## src/rtl/mdu_pkg.sv

```systemverilog
// rtl/mdu_pkg.sv - shared ALU/MDU encodings and MDU FSM state type
package mdu_pkg;

    localparam logic [3:0] ALU_ADD  = 4'd0;
    localparam logic [3:0] ALU_SUB  = 4'd1;
    localparam logic [3:0] ALU_AND  = 4'd2;
    localparam logic [3:0] ALU_OR   = 4'd3;
    localparam logic [3:0] ALU_XOR  = 4'd4;
    localparam logic [3:0] ALU_SLL  = 4'd5;
    localparam logic [3:0] ALU_SRL  = 4'd6;
    localparam logic [3:0] ALU_SRA  = 4'd7;

    typedef enum logic [2:0] {
        OP_MUL    = 3'b000,
        OP_MULH   = 3'b001,
        OP_MULHSU = 3'b010,
        OP_MULHU  = 3'b011,
        OP_DIV    = 3'b100,
        OP_DIVU   = 3'b101,
        OP_REM    = 3'b110,
        OP_REMU   = 3'b111
    } mdu_op_e;

    typedef enum logic [2:0] {
        ST_IDLE,
        ST_MUL,
        ST_DIV,
        ST_FIX,
        ST_DONE
    } mdu_state_e;

endpackage

```

## src/rtl/mdu_div_step.sv

```systemverilog
// rtl/mdu_div_step.sv - one combinational restoring-division step
module mdu_div_step (
    input  logic [31:0] rem,
    input  logic [31:0] quo,
    input  logic [31:0] div,
    output logic [31:0] rem_nxt,
    output logic [31:0] quo_nxt
);
    logic [32:0] shifted;
    logic [32:0] diff;
    logic        fits;

    // Shifted partial remainder can exceed 32 bits when the divisor is large.
    assign shifted = {rem, quo[31]};
    assign diff    = shifted - {1'b0, div};
    assign fits    = (shifted >= {1'b0, div});

    assign rem_nxt = fits ? diff[31:0] : shifted[31:0];
    assign quo_nxt = {quo[30:0], fits};

endmodule

```

## src/rtl/mdu_seq.sv

```systemverilog
// rtl/mdu_seq.sv - sequential RV32M multiply/divide unit
module mdu_seq
    import mdu_pkg::*;
#(
    parameter int XLEN = 32
) (
    input  logic            i_clk,
    input  logic            i_rst,
    input  logic            i_valid,
    output logic            o_ready,
    input  logic [2:0]      i_op,
    input  logic [XLEN-1:0] i_a,
    input  logic [XLEN-1:0] i_b,
    input  logic            i_flush,
    output logic            o_done,
    output logic [XLEN-1:0] o_result,
    output logic            o_busy
);
    mdu_state_e  state_q, state_d;
    mdu_op_e     op_q, op_d;
    logic [32:0] a_q, a_d;
    logic [32:0] b_q, b_d;
    logic [31:0] rem_q, rem_d;
    logic [31:0] quo_q, quo_d;
    logic [4:0]  cnt_q, cnt_d;
    logic        qneg_q, qneg_d;
    logic        rneg_q, rneg_d;
    logic [31:0] result_q, result_d;
    logic        done_q, done_d;
    logic        ready_q, ready_d;
    logic        busy_q, busy_d;

    logic        accept;
    logic        div_signed, a_neg, b_neg, a_sext, b_sext;
    logic [31:0] mag_a, mag_b;
    logic [31:0] step_rem, step_quo;
    logic [63:0] prod;

    mdu_div_step u_step (
        .rem     (rem_q),
        .quo     (quo_q),
        .div     (b_q[31:0]),
        .rem_nxt (step_rem),
        .quo_nxt (step_quo)
    );

    // One signed 33x33 product serves all four variants via the extension bit.
    assign prod = $signed({{31{a_q[32]}}, a_q}) * $signed({{31{b_q[32]}}, b_q});

    assign accept     = i_valid && ready_q && !i_flush;
    assign div_signed = !i_op[0];
    assign a_neg      = div_signed && i_a[31];
    assign b_neg      = div_signed && i_b[31];
    assign mag_a      = a_neg ? (32'd0 - i_a) : i_a;
    assign mag_b      = b_neg ? (32'd0 - i_b) : i_b;
    assign a_sext     = (i_op != OP_MULHU) && i_a[31];
    assign b_sext     = ((i_op == OP_MUL) || (i_op == OP_MULH)) && i_b[31];

    always_comb begin
        state_d  = state_q;
        op_d     = op_q;
        a_d      = a_q;
        b_d      = b_q;
        rem_d    = rem_q;
        quo_d    = quo_q;
        cnt_d    = cnt_q;
        qneg_d   = qneg_q;
        rneg_d   = rneg_q;
        result_d = result_q;
        done_d   = 1'b0;

        case (state_q)
            ST_IDLE, ST_DONE: begin
                state_d = ST_IDLE;
                if (accept) begin
                    op_d = mdu_op_e'(i_op);
                    if (!i_op[2]) begin
                        a_d     = {a_sext, i_a};
                        b_d     = {b_sext, i_b};
                        state_d = ST_MUL;
                    end else if (i_b == 32'd0) begin
                        result_d = i_op[1] ? i_a : 32'hFFFF_FFFF;
                        done_d   = 1'b1;
                        state_d  = ST_DONE;
                    end else if (div_signed && i_a == 32'h8000_0000 && i_b == 32'hFFFF_FFFF) begin
                        result_d = i_op[1] ? 32'd0 : 32'h8000_0000;
                        done_d   = 1'b1;
                        state_d  = ST_DONE;
                    end else begin
                        rem_d   = 32'd0;
                        quo_d   = mag_a;
                        b_d     = {1'b0, mag_b};
                        cnt_d   = 5'd31;
                        qneg_d  = a_neg ^ b_neg;
                        rneg_d  = a_neg;
                        state_d = ST_DIV;
                    end
                end
            end
            ST_MUL: begin
                result_d = (op_q == OP_MUL) ? prod[31:0] : prod[63:32];
                done_d   = 1'b1;
                state_d  = ST_DONE;
            end
            ST_DIV: begin
                rem_d = step_rem;
                quo_d = step_quo;
                if (cnt_q == 5'd0) state_d = ST_FIX;
                else               cnt_d   = cnt_q - 5'd1;
            end
            ST_FIX: begin
                if (op_q[1]) result_d = rneg_q ? (32'd0 - rem_q) : rem_q;
                else         result_d = qneg_q ? (32'd0 - quo_q) : quo_q;
                done_d  = 1'b1;
                state_d = ST_DONE;
            end
            default: state_d = ST_IDLE;
        endcase

        if (i_flush) begin
            state_d  = ST_IDLE;
            done_d   = 1'b0;
            result_d = result_q;
        end

        ready_d = (state_d == ST_IDLE) || (state_d == ST_DONE);
        busy_d  = (state_d == ST_MUL) || (state_d == ST_DIV) || (state_d == ST_FIX);
    end

    always_ff @(posedge i_clk or posedge i_rst) begin
        if (i_rst) begin
            state_q  <= ST_IDLE;
            op_q     <= OP_MUL;
            a_q      <= '0;
            b_q      <= '0;
            rem_q    <= '0;
            quo_q    <= '0;
            cnt_q    <= '0;
            qneg_q   <= 1'b0;
            rneg_q   <= 1'b0;
            result_q <= '0;
            done_q   <= 1'b0;
            ready_q  <= 1'b1;
            busy_q   <= 1'b0;
        end else begin
            state_q  <= state_d;
            op_q     <= op_d;
            a_q      <= a_d;
            b_q      <= b_d;
            rem_q    <= rem_d;
            quo_q    <= quo_d;
            cnt_q    <= cnt_d;
            qneg_q   <= qneg_d;
            rneg_q   <= rneg_d;
            result_q <= result_d;
            done_q   <= done_d;
            ready_q  <= ready_d;
            busy_q   <= busy_d;
        end
    end

    assign o_ready  = ready_q;
    assign o_busy   = busy_q;
    assign o_done   = done_q;
    assign o_result = result_q;

endmodule

```

## config.mk

```make
export PLATFORM = sky130hd
export DESIGN_NAME = mdu_seq
export DESIGN_NICKNAME = d
export VERILOG_FILES = /design/src/rtl/mdu_pkg.sv /design/src/rtl/mdu_div_step.sv /design/src/rtl/mdu_seq.sv
export SDC_FILE = /design/constraint.sdc
export NUM_CORES = 2
export LEC_CHECK = 0
export CAP_MARGIN = 15
export CORE_UTILIZATION = 55
export DETAILED_ROUTE_END_ITERATION = 6
export MAX_ROUTING_LAYER = met4
export PLACE_DENSITY = 0.79
export SYNTH_ARGS = -nofsm -noshare
export SYNTH_HDL_FRONTEND = slang
export SYNTH_HIERARCHICAL = 1
export SYNTH_SLANG_ARGS = --single-unit
```

## constraint.sdc

```tcl
create_clock -name i_clk -period 7.8 [get_ports i_clk]
set_input_delay 1.56 -clock i_clk [delete_from_list [all_inputs] [get_ports i_clk]]
set_output_delay 1.56 -clock i_clk [all_outputs]
set_load 0.02 [all_outputs]
```

Yosys cells after proc, flatten, opt, wreduce, memory -nomap -nowiden
Index checks and enable logic that the tools add are counted.
- bits of input ports: 71
- bits in latches: 0
- RAM bits: 0
- register bits after elaboration: 178
- memory bits (read-only): 0
- memories kept: 0
- output and inout bits: 35
- magnitude comparators: 1
- add/subtract/negate cells: 6
- bitwise gates (word level): 5
- shifts and indexed selects: 0
- reductions and logical operators: 31
- mux-type cells: 46
- multiply operators: 1
- div/mod/pow operators: 0
- equal/unequal tests: 20
- operators by type and width (kind ; number):
    $mux W32 ; 21
    $pmux W32 S2 ; 2
    $sub A1 B32 Y32 const A ; 4
    $mux W33 ; 3
    $pmux W32 S3 ; 1
    $eq A32 B32 Y1 const B ; 2
    $mul A33 B33 Y64 ; 1
    $ge A33 B32 Y1 ; 1
    $logic_not A32 Y1 ; 1
    $sub A32 B32 Y32 ; 1
    $mux W5 ; 5
    $mux W3 ; 6
    $reduce_and A5 Y1 ; 3
    $ne A2 B2 Y1 const B ; 7
    $eq A3 B2 Y1 const B ; 4
    $logic_not A3 Y1 ; 4
    $pmux W5 S2 ; 1
    $eq A3 B1 Y1 const B ; 3
    $pmux W3 S3 ; 1
    $logic_and A1 B1 Y1 ; 8
    $eq A3 B3 Y1 const B ; 2
    $reduce_and A6 Y1 ; 1
    $logic_not A5 Y1 ; 1
    $mux W1 ; 5
    14 further kinds ; 22

Longest topological paths before layout
- word-level depth: 12
- depth in mapped cells: 30

Hierarchy
The synthesis kept the hierarchy.
- by module, submodules not included (module ; area an instance (µm²) ; times used ; cells an instance):
    mdu_seq ; 48948.2 ; 1 ; 5402
    mdu_div_step ; 2571.2 ; 1 ; 355

Worst setup path after synthesis
Ideal clock, no wire load.
- kind: reg-to-reg
- start: reg b_q[3]
- end: reg result_q[27], in the netlist o_result[27]
- path slack: -75 ps
- data arrival time: 7745 ps
- data required time: 7671 ps
- library setup time: 129 ps
- path buffers: 3
- period minus slack after synthesis: 7875 ps
- cell stages (with the launch flop): 28
- cells stage by stage: dfrtp_1 -> clkbuf_1 -> clkbuf_1 -> nand2_1 -> fa_1 -> fa_1 -> inv_1 -> fa_1 -> inv_1 -> fa_1 -> fa_1 -> inv_1 -> fa_1 -> fa_1 -> inv_1 -> fa_1 -> inv_1 -> ha_1 -> clkbuf_1 -> nand4_1 -> or3_1 -> a21o_1 -> a21oi_1 -> a41oi_1 -> o41ai_2 -> a31oi_1 -> mux2i_1 -> o41a_1
- longest elaborated chain between the ends: 3
- RTL lines (element ; RTL line ; source):
    from (decl) ; mdu_seq.sv:22 ; logic [32:0] b_q, b_d;
    from (signal assigned) ; mdu_seq.sv:135 ; b_q <= '0;
    from (signal assigned) ; mdu_seq.sv:149 ; b_q <= b_d;
    $mul A33 B33 Y64 ; mdu_seq.sv:48 ; assign prod = $signed({{31{a_q[32]}}, a_q}) * $signed({{31{b_q[32]}}, b_q});
    $mux W32 ; mdu_seq.sv:101 ; result_d = (op_q == OP_MUL) ? prod[31:0] : prod[63:32];
    $pmux W32 S3 ; mdu_seq.sv:72 ; case (state_q)
    to (signal assigned) ; mdu_seq.sv:155 ; result_q <= result_d;
    to (decl) ; mdu_seq.sv:28 ; logic [31:0] result_q, result_d;
No other way between the ends.
A chain may end at the register's enable or synchronous reset.

Worst setup path in the final report
- start: reg b_q[5]
- end: reg result_q[28], in the netlist o_result[28]
The elaborated chain is that of the path after synthesis.

==> results.sh <==
export IMPL_status="finished with violations"
export IMPL_failed_checks="setup timing"
export IMPL_avgSynthCellArea_um2=8.95
export IMPL_clk_latency_ns=0.49
export IMPL_drv_slew=0
export IMPL_fmax_mhz=126
export IMPL_finalSetupViolCount=5
export IMPL_yosys_warnings=6
export IMPL_post_drt_wl_per_cell_um=22.0
export IMPL_ys_top_cells_by_area="fa_1 44%, inv_1 8.7%, dfrtp_1 8.6%, and2_1 6.5%, ha_1 6.1%"
export IMPL_worst_pin_slew_ns=1.22
export IMPL_cts_made_buffers=17
export IMPL_grtUsageTotal_pct=35.9
export IMPL_io_pin_count=106
export IMPL_drive_gt1_share_pct=12.8
export IMPL_layout_common_cells="1,175 x inv_1, 1,106 x fa_1, 726 x nand2_1"
export IMPL_htree_levels=4
export IMPL_area_growth_pct=13.7
export IMPL_max_stage_delay_ns=0.56
export IMPL_grt_max_degree=99
export IMPL_clk_path_buf_depth=2
export IMPL_critPathRequiredTime_ns=8.14
export IMPL_cap_viol_max_count=0
export IMPL_postSynthNetCount=7205
export IMPL_start_util_pct=55.9
export IMPL_synth_edf_count=0
export IMPL_synth_ff_type="dfrtp_1"
export IMPL_layout_setup_ws_ns=-0.120
export IMPL_die_x_um=308
export IMPL_rows=111
export IMPL_mostFrequentLayoutCell="inv_1"
export IMPL_gp_congestion=1.01
export IMPL_via_per_inst=5.77
export IMPL_worstSetupPathType="reg2reg"
export IMPL_antenna_found_initial=9
export IMPL_dp_hpwl_mm=132
export IMPL_crit_fanout=7
export IMPL_nFillCells=7320
export IMPL_relSlewSlack_pct=18.1
export IMPL_drt_first_iter_violations=3803
export IMPL_finClkSkew_ns=0.0199
export IMPL_yosys_area_top_type="fa_1"
export IMPL_period_needed_ns=7.92
export IMPL_die_y_um=308
export IMPL_hold_class="reg2reg"
export IMPL_yosysTopAreaCellShare_pct=43.8
export IMPL_multi_input_area_mm2=0.0420
export IMPL_synth_area_mm2=0.0515
export IMPL_hold_viol_final=0
export IMPL_die_area_mm2=0.0949
export IMPL_synth_cell_types=94
export IMPL_cts_root_buffer="clkbuf_16"
export IMPL_cp_slowest_cell="fa_1"
export IMPL_dp_slack_ns=-0.375
export IMPL_portBuffers=105
export IMPL_crit_top_cell="fa_1"
export IMPL_yosysSeqAreaShare_pct=8.65
export IMPL_ant_nets=0
export IMPL_firstDrtPassIters=6
export IMPL_post_route_period_util_pct=102
export IMPL_path_clk_slew_ns=0.09
export IMPL_async_flop_share_pct=100
export IMPL_overflow=0
export IMPL_clock_sinks=178
export IMPL_grt_pass1_vias=44500
export IMPL_register_area_mm2=0.00448
export IMPL_cts_tree="yes"
export IMPL_rsz0062_at_grt="true"
export IMPL_cp_arrival_ns=8.26
export IMPL_crit_path_end_kind="flop"
export IMPL_nets=7459
export IMPL_grt_pass1_wl_mm=251
export IMPL_start_kind="flop"
export IMPL_synth_seq_cells=178
export IMPL_core_area_mm2=0.0922
export IMPL_synth_cells=5757
export IMPL_drc=0
export IMPL_drt_total_wl_mm=160
export IMPL_vias=42000
## synth_stat cells (all sizes together), types with 33 or more instances
master / count
inv: 1198
fa: 1126
nand2: 734
and2: 536
clkbuf: 288
ha: 251
a21oi: 210
o21ai: 189
nor2: 187
dfrtp: 177
xor2: 114
xnor2: 103
mux2: 62
buf: 52
nand3: 36
a22o: 34
nand4: 34
o31ai: 33
## cell type report
cell class                      count  share of cell area, %
Clock inverter                     14                  0.310
Timing Repair Buffer              575                   9.25
Clock buffer                       18                  0.750
Inverter                         1199                   7.71
Tap cell                         1243                   2.66
Sequential cell                   178                   7.64
Multi-Input combinational cell   4040                   71.6
Antenna cell                        9                 0.0385
## worst paths after layout
kind	start	to	slack (ns)	cells past startpoint
max	b_q[5]	o_result[28]	-0.12	29
min	o_result[3]	o_result[3]	0.50	2
max reg2reg	b_q[5]	o_result[28]	-0.12	29
min reg2reg	o_result[3]	o_result[3]	0.50	2
max in group asynchronous	i_rst	a_q[32]	4.71	3
min in group asynchronous	i_rst	rem_q[13]	1.51	2
## kinds of logic (layout without fill, tap and decap cells)
group,after synthesis,after routing,share of synthesized area (%)
DFF,178,178,8.65
buffers and inverters,1539,1806,11.6
adders and majority gates,1377,1377,49.8
muxes,74,74,1.65
AOI/OAI and AO/OA,672,672,8.24
xor gates and xnor gates,217,217,3.69
and+or+nand+nor,1700,1700,16.3
other,0,9,0
## metrics by stage
step           instances  utilization (%)  setup TNS [ns]  hold slack (ns)  cell area [um^2]
6_report            7276             63.5          -0.201            0.499             58600
4_1_cts             7235             62.3         -0.0222            0.500             57500
3_5_place_dp        7179             61.2           -2.77            0.478             56400
2_1_floorplan       5757                -               0            0.462             51500
5_1_grt             7274             63.5           -3.41            0.534             58600
3_3_place_gp        7179             61.2           -1.04            0.465             56400
## registers in the layout, indices dropped and copies added (netlist names)
signal    count
a_q          33
b_q          33
cnt_q         5
o_busy        1
o_done        1
o_ready       1
o_result     32
op_q          3
qneg_q        1
quo_q        32
rem_q        32
rneg_q        1
state_q       3
## critical path: cells and delay by family (launching register included)
| kind | cells | cell delay [ns] |
|---|---|---|
| fa+ha+maj | 9 | 4.38 |
| compound gates | 7 | 1.47 |
| buf+inv | 9 | 0.82 |
| simple gates | 4 | 0.60 |
| flops | 1 | 0.47 |
## repair_timing
| item | 4_1_cts | 5_1_grt |
|---|---|---|
| setup endpoints to repair | 22 | 30 |
| hold buffers | 0 | 0 |
| pin swaps | 31 | 97 |
| cloned | 0 | 2 |
| setup buffers | 24 | 31 |
| gates resized for setup | 52 | 184 |
## per-layer routing
layer  global-route usage [%]  vias to the layer above  share of wire [%]
met5                        -                        -                  0
li1                         -                    17900                  -
met3                     8.15                      449                 10
met1                     45.6                    21400                 38
met4                     14.3                        0                4.7
met2                     55.7                     2148                 47
Power is not shown: default switching activity piles up to over one toggle a cycle in this logic, so the estimate is an artifact.
